`config.mk`:
```
export PLATFORM = sky130hd
export DESIGN_NAME = ppu_fb_writer
export DESIGN_NICKNAME = d
export VERILOG_FILES = /design/src/rtl/ppu_fb_writer.sv
export SDC_FILE = /design/constraint.sdc
export NUM_CORES = 1
export LEC_CHECK = 0
export CELL_PAD_IN_SITES_DETAIL_PLACEMENT = 1
export CELL_PAD_IN_SITES_GLOBAL_PLACEMENT = 1
export CORE_MARGIN = 5
export CORE_UTILIZATION = 51
export DETAILED_ROUTE_END_ITERATION = 6
export HOLD_SLACK_MARGIN = 0.12
export PLACE_DENSITY_LB_ADDON = 0.1
export SLEW_MARGIN = 20
export SYNTH_ARGS = -nofsm -noshare
export SYNTH_HDL_FRONTEND = slang
export SYNTH_SLANG_ARGS = --single-unit
export TNS_END_PERCENT = 20
```
`constraint.sdc`:
```
create_clock -name clk -period 10.68 [get_ports clk]
set_input_delay 2.136 -clock clk [delete_from_list [all_inputs] [get_ports clk]]
set_output_delay 2.136 -clock clk [all_outputs]
set_load 0.05 [all_outputs]
```
`src/rtl/ppu_fb_writer.sv`:
```
// ppu_fb_writer: pixel sink downstream of the PPU pixel FIFO.
// Maps 2-bit colour indices through BGP to shades, tags each pixel with its
// linear frame-buffer address (y*LINE_W + x), and writes the result to the
// frame-buffer port through a small decoupling FIFO with a wait handshake.
// Ports:
//   clk, rst            clock, synchronous active-high reset
//   PX_IN, PX_valid     colour index and its valid strobe
//   PPU_MODE            0 H_BLANK, 1 V_BLANK, 2 SCAN, 3 DRAW
//   BGP                 background palette register
//   CLR_STATUS          clears the sticky flags
//   FB_ADDR/DATA/WR     frame-buffer write request (head of FIFO)
//   FB_WAIT             memory stall; write accepted when FB_WR && !FB_WAIT
//   FRAME_DONE          pulse after the last pixel of a frame is written
//   OVERFLOW            sticky: a pixel was dropped on a full FIFO
//   SHORT_LINE          sticky: H_BLANK entered mid-line
module ppu_fb_writer #(
  parameter int unsigned FIFO_DEPTH = 16,
  parameter int unsigned LINE_W     = 160,
  parameter int unsigned LINES      = 144,
  parameter int unsigned ADDR_W     = 15
) (
  input  logic              clk,
  input  logic              rst,
  input  logic [1:0]        PX_IN,
  input  logic              PX_valid,
  input  logic [1:0]        PPU_MODE,
  input  logic [7:0]        BGP,
  input  logic              CLR_STATUS,
  output logic [ADDR_W-1:0] FB_ADDR,
  output logic [1:0]        FB_DATA,
  output logic              FB_WR,
  input  logic              FB_WAIT,
  output logic              FRAME_DONE,
  output logic              OVERFLOW,
  output logic              SHORT_LINE
);

  localparam int unsigned PTR_W = (FIFO_DEPTH > 1) ? $clog2(FIFO_DEPTH) : 1;
  localparam int unsigned CNT_W = $clog2(FIFO_DEPTH + 1);
  localparam int unsigned X_W   = $clog2(LINE_W);
  localparam int unsigned Y_W   = $clog2(LINES);

  localparam logic [1:0] MODE_HBLANK = 2'd0;
  localparam logic [1:0] MODE_VBLANK = 2'd1;

  typedef struct packed {
    logic              last;
    logic [ADDR_W-1:0] addr;
    logic [1:0]        shade;
  } entry_t;

  entry_t              mem_q [FIFO_DEPTH];
  entry_t              mem_d [FIFO_DEPTH];
  logic [PTR_W-1:0]    rd_ptr_q, rd_ptr_d;
  logic [PTR_W-1:0]    wr_ptr_q, wr_ptr_d;
  logic [CNT_W-1:0]    cnt_q, cnt_d;
  logic [X_W-1:0]      x_q, x_d;
  logic [Y_W-1:0]      y_q, y_d;
  logic [ADDR_W-1:0]   addr_q, addr_d;
  logic [ADDR_W-1:0]   line_base_q, line_base_d;
  logic [1:0]          mode_prev_q, mode_prev_d;
  logic                fb_wr_q, fb_wr_d;
  logic [ADDR_W-1:0]   fb_addr_q, fb_addr_d;
  logic [1:0]          fb_data_q, fb_data_d;
  logic                frame_done_q, frame_done_d;
  logic                overflow_q, overflow_d;
  logic                short_line_q, short_line_d;

  logic                full;
  logic                pop;
  logic                push;
  logic                end_of_line;
  logic                last_line;
  logic                hblank_edge;
  logic                vblank_edge;
  entry_t              new_entry;

  // Next-state: position counters, FIFO, outputs and sticky flags
  always_comb begin
    mem_d         = mem_q;
    rd_ptr_d      = rd_ptr_q;
    wr_ptr_d      = wr_ptr_q;
    cnt_d         = cnt_q;
    x_d           = x_q;
    y_d           = y_q;
    addr_d        = addr_q;
    line_base_d   = line_base_q;
    mode_prev_d   = PPU_MODE;
    fb_addr_d     = fb_addr_q;
    fb_data_d     = fb_data_q;

    full          = (cnt_q == CNT_W'(FIFO_DEPTH));
    pop           = fb_wr_q && !FB_WAIT;
    push          = PX_valid && (!full || pop);
    end_of_line   = (x_q == X_W'(LINE_W - 1));
    last_line     = (y_q == Y_W'(LINES - 1));
    hblank_edge   = (PPU_MODE == MODE_HBLANK) && (mode_prev_q != MODE_HBLANK) && (x_q != '0);
    vblank_edge   = (PPU_MODE == MODE_VBLANK) && (mode_prev_q != MODE_VBLANK);

    new_entry.last  = end_of_line && last_line;
    new_entry.addr  = addr_q;
    new_entry.shade = BGP[{PX_IN, 1'b0} +: 2];

    // Counters advance even for dropped pixels so geometry stays aligned
    if (PX_valid) begin
      if (end_of_line) begin
        x_d = '0;
        if (last_line) begin
          y_d         = '0;
          line_base_d = '0;
          addr_d      = '0;
        end else begin
          y_d         = y_q + Y_W'(1);
          line_base_d = line_base_q + ADDR_W'(LINE_W);
          addr_d      = line_base_q + ADDR_W'(LINE_W);
        end
      end else begin
        x_d    = x_q + X_W'(1);
        addr_d = addr_q + ADDR_W'(1);
      end
    end

    // Mode-edge resync overrides the pixel advance in the same cycle
    if (hblank_edge) begin
      x_d = '0;
      if (last_line) begin
        y_d         = '0;
        line_base_d = '0;
        addr_d      = '0;
      end else begin
        y_d         = y_q + Y_W'(1);
        line_base_d = line_base_q + ADDR_W'(LINE_W);
        addr_d      = line_base_q + ADDR_W'(LINE_W);
      end
    end
    if (vblank_edge) begin
      x_d         = '0;
      y_d         = '0;
      line_base_d = '0;
      addr_d      = '0;
    end

    if (pop) begin
      rd_ptr_d = rd_ptr_q + PTR_W'(1);
    end
    if (push) begin
      mem_d[wr_ptr_q] = new_entry;
      wr_ptr_d        = wr_ptr_q + PTR_W'(1);
    end
    cnt_d = cnt_q + CNT_W'(push) - CNT_W'(pop);

    // Output registers present the next head; they hold while empty
    fb_wr_d = (cnt_d != '0);
    if (fb_wr_d) begin
      fb_addr_d = mem_d[rd_ptr_d].addr;
      fb_data_d = mem_d[rd_ptr_d].shade;
    end

    frame_done_d = pop && mem_q[rd_ptr_q].last;

    // Set has priority over clear
    overflow_d   = (PX_valid && full && !pop) || (overflow_q && !CLR_STATUS);
    short_line_d = hblank_edge || (short_line_q && !CLR_STATUS);
  end

  // State registers
  always_ff @(posedge clk) begin
    if (rst) begin
      for (int i = 0; i < int'(FIFO_DEPTH); i++) begin
        mem_q[i] <= '0;
      end
      rd_ptr_q     <= '0;
      wr_ptr_q     <= '0;
      cnt_q        <= '0;
      x_q          <= '0;
      y_q          <= '0;
      addr_q       <= '0;
      line_base_q  <= '0;
      mode_prev_q  <= MODE_HBLANK;
      fb_wr_q      <= 1'b0;
      fb_addr_q    <= '0;
      fb_data_q    <= '0;
      frame_done_q <= 1'b0;
      overflow_q   <= 1'b0;
      short_line_q <= 1'b0;
    end else begin
      mem_q        <= mem_d;
      rd_ptr_q     <= rd_ptr_d;
      wr_ptr_q     <= wr_ptr_d;
      cnt_q        <= cnt_d;
      x_q          <= x_d;
      y_q          <= y_d;
      addr_q       <= addr_d;
      line_base_q  <= line_base_d;
      mode_prev_q  <= mode_prev_d;
      fb_wr_q      <= fb_wr_d;
      fb_addr_q    <= fb_addr_d;
      fb_data_q    <= fb_data_d;
      frame_done_q <= frame_done_d;
      overflow_q   <= overflow_d;
      short_line_q <= short_line_d;
    end
  end

  assign FB_ADDR    = fb_addr_q;
  assign FB_DATA    = fb_data_q;
  assign FB_WR      = fb_wr_q;
  assign FRAME_DONE = frame_done_q;
  assign OVERFLOW   = overflow_q;
  assign SHORT_LINE = short_line_q;

endmodule

```
==> metrics.yaml <==
run_status:
  status: "completed"
synth:
  synth_compound_area_frac: 0.192
  netlist.area_leader.share: 0.421
  synthArstFlopShare: 0
  yosys-top-cells-area: "dfxtp_1, nand2_1, mux2i_1"
  synthAdderAreaFrac: 0.0125
  yosys_register_bits: 370
  syn_avg_cell_area_sq_um: 8.12
  synthXorXnorAreaFrac: 0.0208
  yosys.area_share.simple: 0.213
  yosys_warnings: 0
  synth_edf_count: 0
  yosysUniqueCellTypes: 81
  netlist_instances: 2168
  synth_top_family_by_area: "simple AND/OR/NAND/NOR gates"
  ys_seq_area_frac: 0.421
  synth_ff_type: "dfxtp_1"
  synth_mux_area_frac: 0.0875
  synth_top_cell_by_area: "dfxtp_1"
  syn_nets: 2202
  syn_area_sq_mm: 0.0176
sta:
  finClkSkew_ns: 0.0223
  clock.fmax_ghz: 0.154
  final-max-slew-violation-count: 0
  worstMarginPinSlew_ns: 1.13
  rsz0062_at_grt: "no"
  relSlewSlack: 0.246
  hold_viol_final: 0
  min_period_ns: 6.50
  setup-tns-final_ns: 0
  timing.final.crit_share: 0.609
  setup_viol: 0
cts:
  ctsRootBufferMaster: "clkbuf_16"
  worstSkewPairLatency_ns: 0.56
  cts_setup_buffers: 0
  ctsHoldBuffers: 0
  cts-resized-gates: 0
  cts_tree: "done"
  clkSinkCount: 370
  cts_buffer_depth: 3
  path_clk_slew_ns: 0.06
  cts_max_level: 2
  cts_inserted_buffers: 42
routing:
  ant_nets: 0
  drc: 0
  wl_per_cell_um: 24.7
  viasPerCell: 6.36
  drtPass1Iterations: 5
  drt_wl_total_mm: 63.8
  via_count: 16400
  drtIter0Drc: 1703
floorplan:
  die_area_sq_mm: 0.0383
  row_count: 68
  die_w_um: 196
  die_y_um: 196
  start_util: 0.514
  core-area_sq_mm: 0.0343
  ioPinCount: 38
power_and_ir_drop:
  clock_power_share: 0.337
  peakVddDrop_uv: 120
  power_leakage_uw: 0.00718
  switching_share: 0.373
  seqPwrFrac: 0.354
  switching_power_uw: 1580
  cell_internal_pwr_uw: 2650
  pwr-share-comb: 0.308
  powerDensity_mw_per_mm2: 217
setup_path:
  cp_slowest_cell: "a2111oi_4"
  setup.worst_path.start_class: "primary input"
  cp_max_fo: 20
  crit_chain: "clkdlybuf4s50_1, nand2b_2, inv_2, ha_1, inv_1, ha_1, inv_1, fa_1, nand2b_1, a21oi_1, nor3_1, o2111a_1, a2111oi_4, o211ai_1, nand4_1"
  required_ns: 11.17
  worstSetupPathType: "primary input to register"
  max_stage_delay_ns: 1.00
  arrival_ns: 6.99
  end_kind: "register"
cells_and_area:
  drive_gt1_frac: 0.0809
  diodes: 0
  layout_common_cells: "dfxtp_1, nand2_1, nor2_1"
  layout.cells.non_filler: 2582
  final_common_cell: "dfxtp_1"
  final_nets: 2132
  final_area_sq_mm: 0.0195
  post-route-util: 0.569
  syn_to_final_growth_pct: 10.8
placement:
  place.gp.congestion: 0.946
  post_dp_cell_area_sq_mm: 0.0181
  io_buffers: 37
  dp_hpwl_mm: 40.1
  placed_cells: 2509
global_routing:
  track_usage: 0.324
  grt_max_degree: 100
  antenna_found_initial: 0
  grt_pass1_wl_mm: 99.1
  grt_overflow: 0
  grt_pass1_vias: 16700
min_path:
  hp-class: "register to register"
job:
  drv_cap: 0
## critical path: cells and delay by family
kind | cells | cell delay (ns)
buffers and inverters | 4 | 1.12
AO/OA/AOI/OAI | 4 | 1.92
AND/OR/NAND/NOR | 4 | 0.90
adder cells (fa/ha/maj) | 3 | 0.90
## sequential cells by signal, indices dropped and copies added, names as in the netlist, named ones only
| name | count |
|---|---|
| FB_ADDR | 15 |
| FB_DATA | 2 |
| FB_WR | 1 |
| FRAME_DONE | 1 |
| OVERFLOW | 1 |
| SHORT_LINE | 1 |
| addr_q | 15 |
| cnt_q | 5 |
| line_base_q | 15 |
| mem_q | 272 |
| mode_prev_q | 2 |
| rd_ptr_q | 4 |
| wr_ptr_q | 4 |
| x_q | 8 |
| y_q | 8 |
## synth_stat cells, types with 4 or more instances
master,count
a21o_1,5
nor2b_1,16
o22a_1,14
nand2_1,358
xnor2_1,19
o31ai_1,14
o2111ai_1,14
mux4_2,9
nand3_1,25
a211oi_1,6
o211ai_1,15
o221ai_1,6
o22ai_1,66
o21a_1,4
clkbuf_1,140
mux2i_1,130
buf_4,7
nor3_1,67
and2_1,4
nand2b_1,13
a32oi_1,14
dfxtp_1,370
buf_6,6
nor4_1,4
o21ai_0,50
xor2_1,16
nand2_2,8
o211ai_2,6
a22oi_1,20
a21oi_1,189
a31oi_1,7
buf_2,31
and3_1,6
or3_1,34
inv_1,20
ha_1,16
nor2_1,294
o32ai_1,29
buf_1,15
o21ai_1,13
nand4_1,24
## cell families after synthesis
family / after synthesis
AO/OA/AOI/OAI: 510
XOR/XNOR: 38
adder cells (fa/ha/maj): 17
buffers and inverters: 221
flip-flops: 370
multiplexers: 142
AND/OR/NAND/NOR: 870
## cell type report
type                            instances  area, sq um
Fill cell                            4043        14800
Inverter                               21         78.8
Sequential cell                       370         7410
Multi-Input combinational cell       1577         9370
Tap cell                              455          569
Timing Repair Buffer                   86          743
Clock buffer                           61         1240
Clock inverter                         12         93.8
## worst paths after layout
path | cells past startpoint | endpoint | slack, ns | start
hold reg to reg | 2 | mem_q[227]$_SDFF_PP0_ | 0.46 | mem_q[227]$_SDFF_PP0_
setup reg to reg | 17 | FB_ADDR[8]$_SDFFE_PP0P_ | 5.58 | cnt_q[2]$_SDFF_PP0_
hold / removal | 2 | mem_q[227]$_SDFF_PP0_ | 0.46 | mem_q[227]$_SDFF_PP0_
setup / recovery | 15 | FB_ADDR[8]$_SDFFE_PP0P_ | 4.18 | FB_WAIT
## routing by layer
layer | routed length, um | GRT usage | up-vias
met2 | 30300 | 0.542 | 571
met1 | 27300 | 0.433 | 8293
li1 | - | - | 7456
met3 | 4150 | 0.0479 | 110
met5 | 0 | 0 | -
met4 | 2030 | 0.106 | 0
## power groups by stage
stage / Clock (uW) / Sequential [uW] / Combinational (uW)
finish: 1430 / 1500 / 1300
global route: 1500 / 1500 / 1370
CTS: 1440 / 1500 / 1280
detailed placement: 0 / 1520 / 1260
global placement: 0 / 1530 / 1230
floorplan: 0 / 1590 / 754
## per-stage QoR
step                      hold slack [ns]  total power [uW]  setup WS (ns)
after detailed placement            0.448              2790           3.26
after floorplan                     0.427              2350           5.14
after CTS                           0.455              4210           3.86
final                               0.456              4230           4.18
after global routing                0.474              4380           3.89
after global placement              0.441              2760           3.19
(Power assumes the default switching activity.)
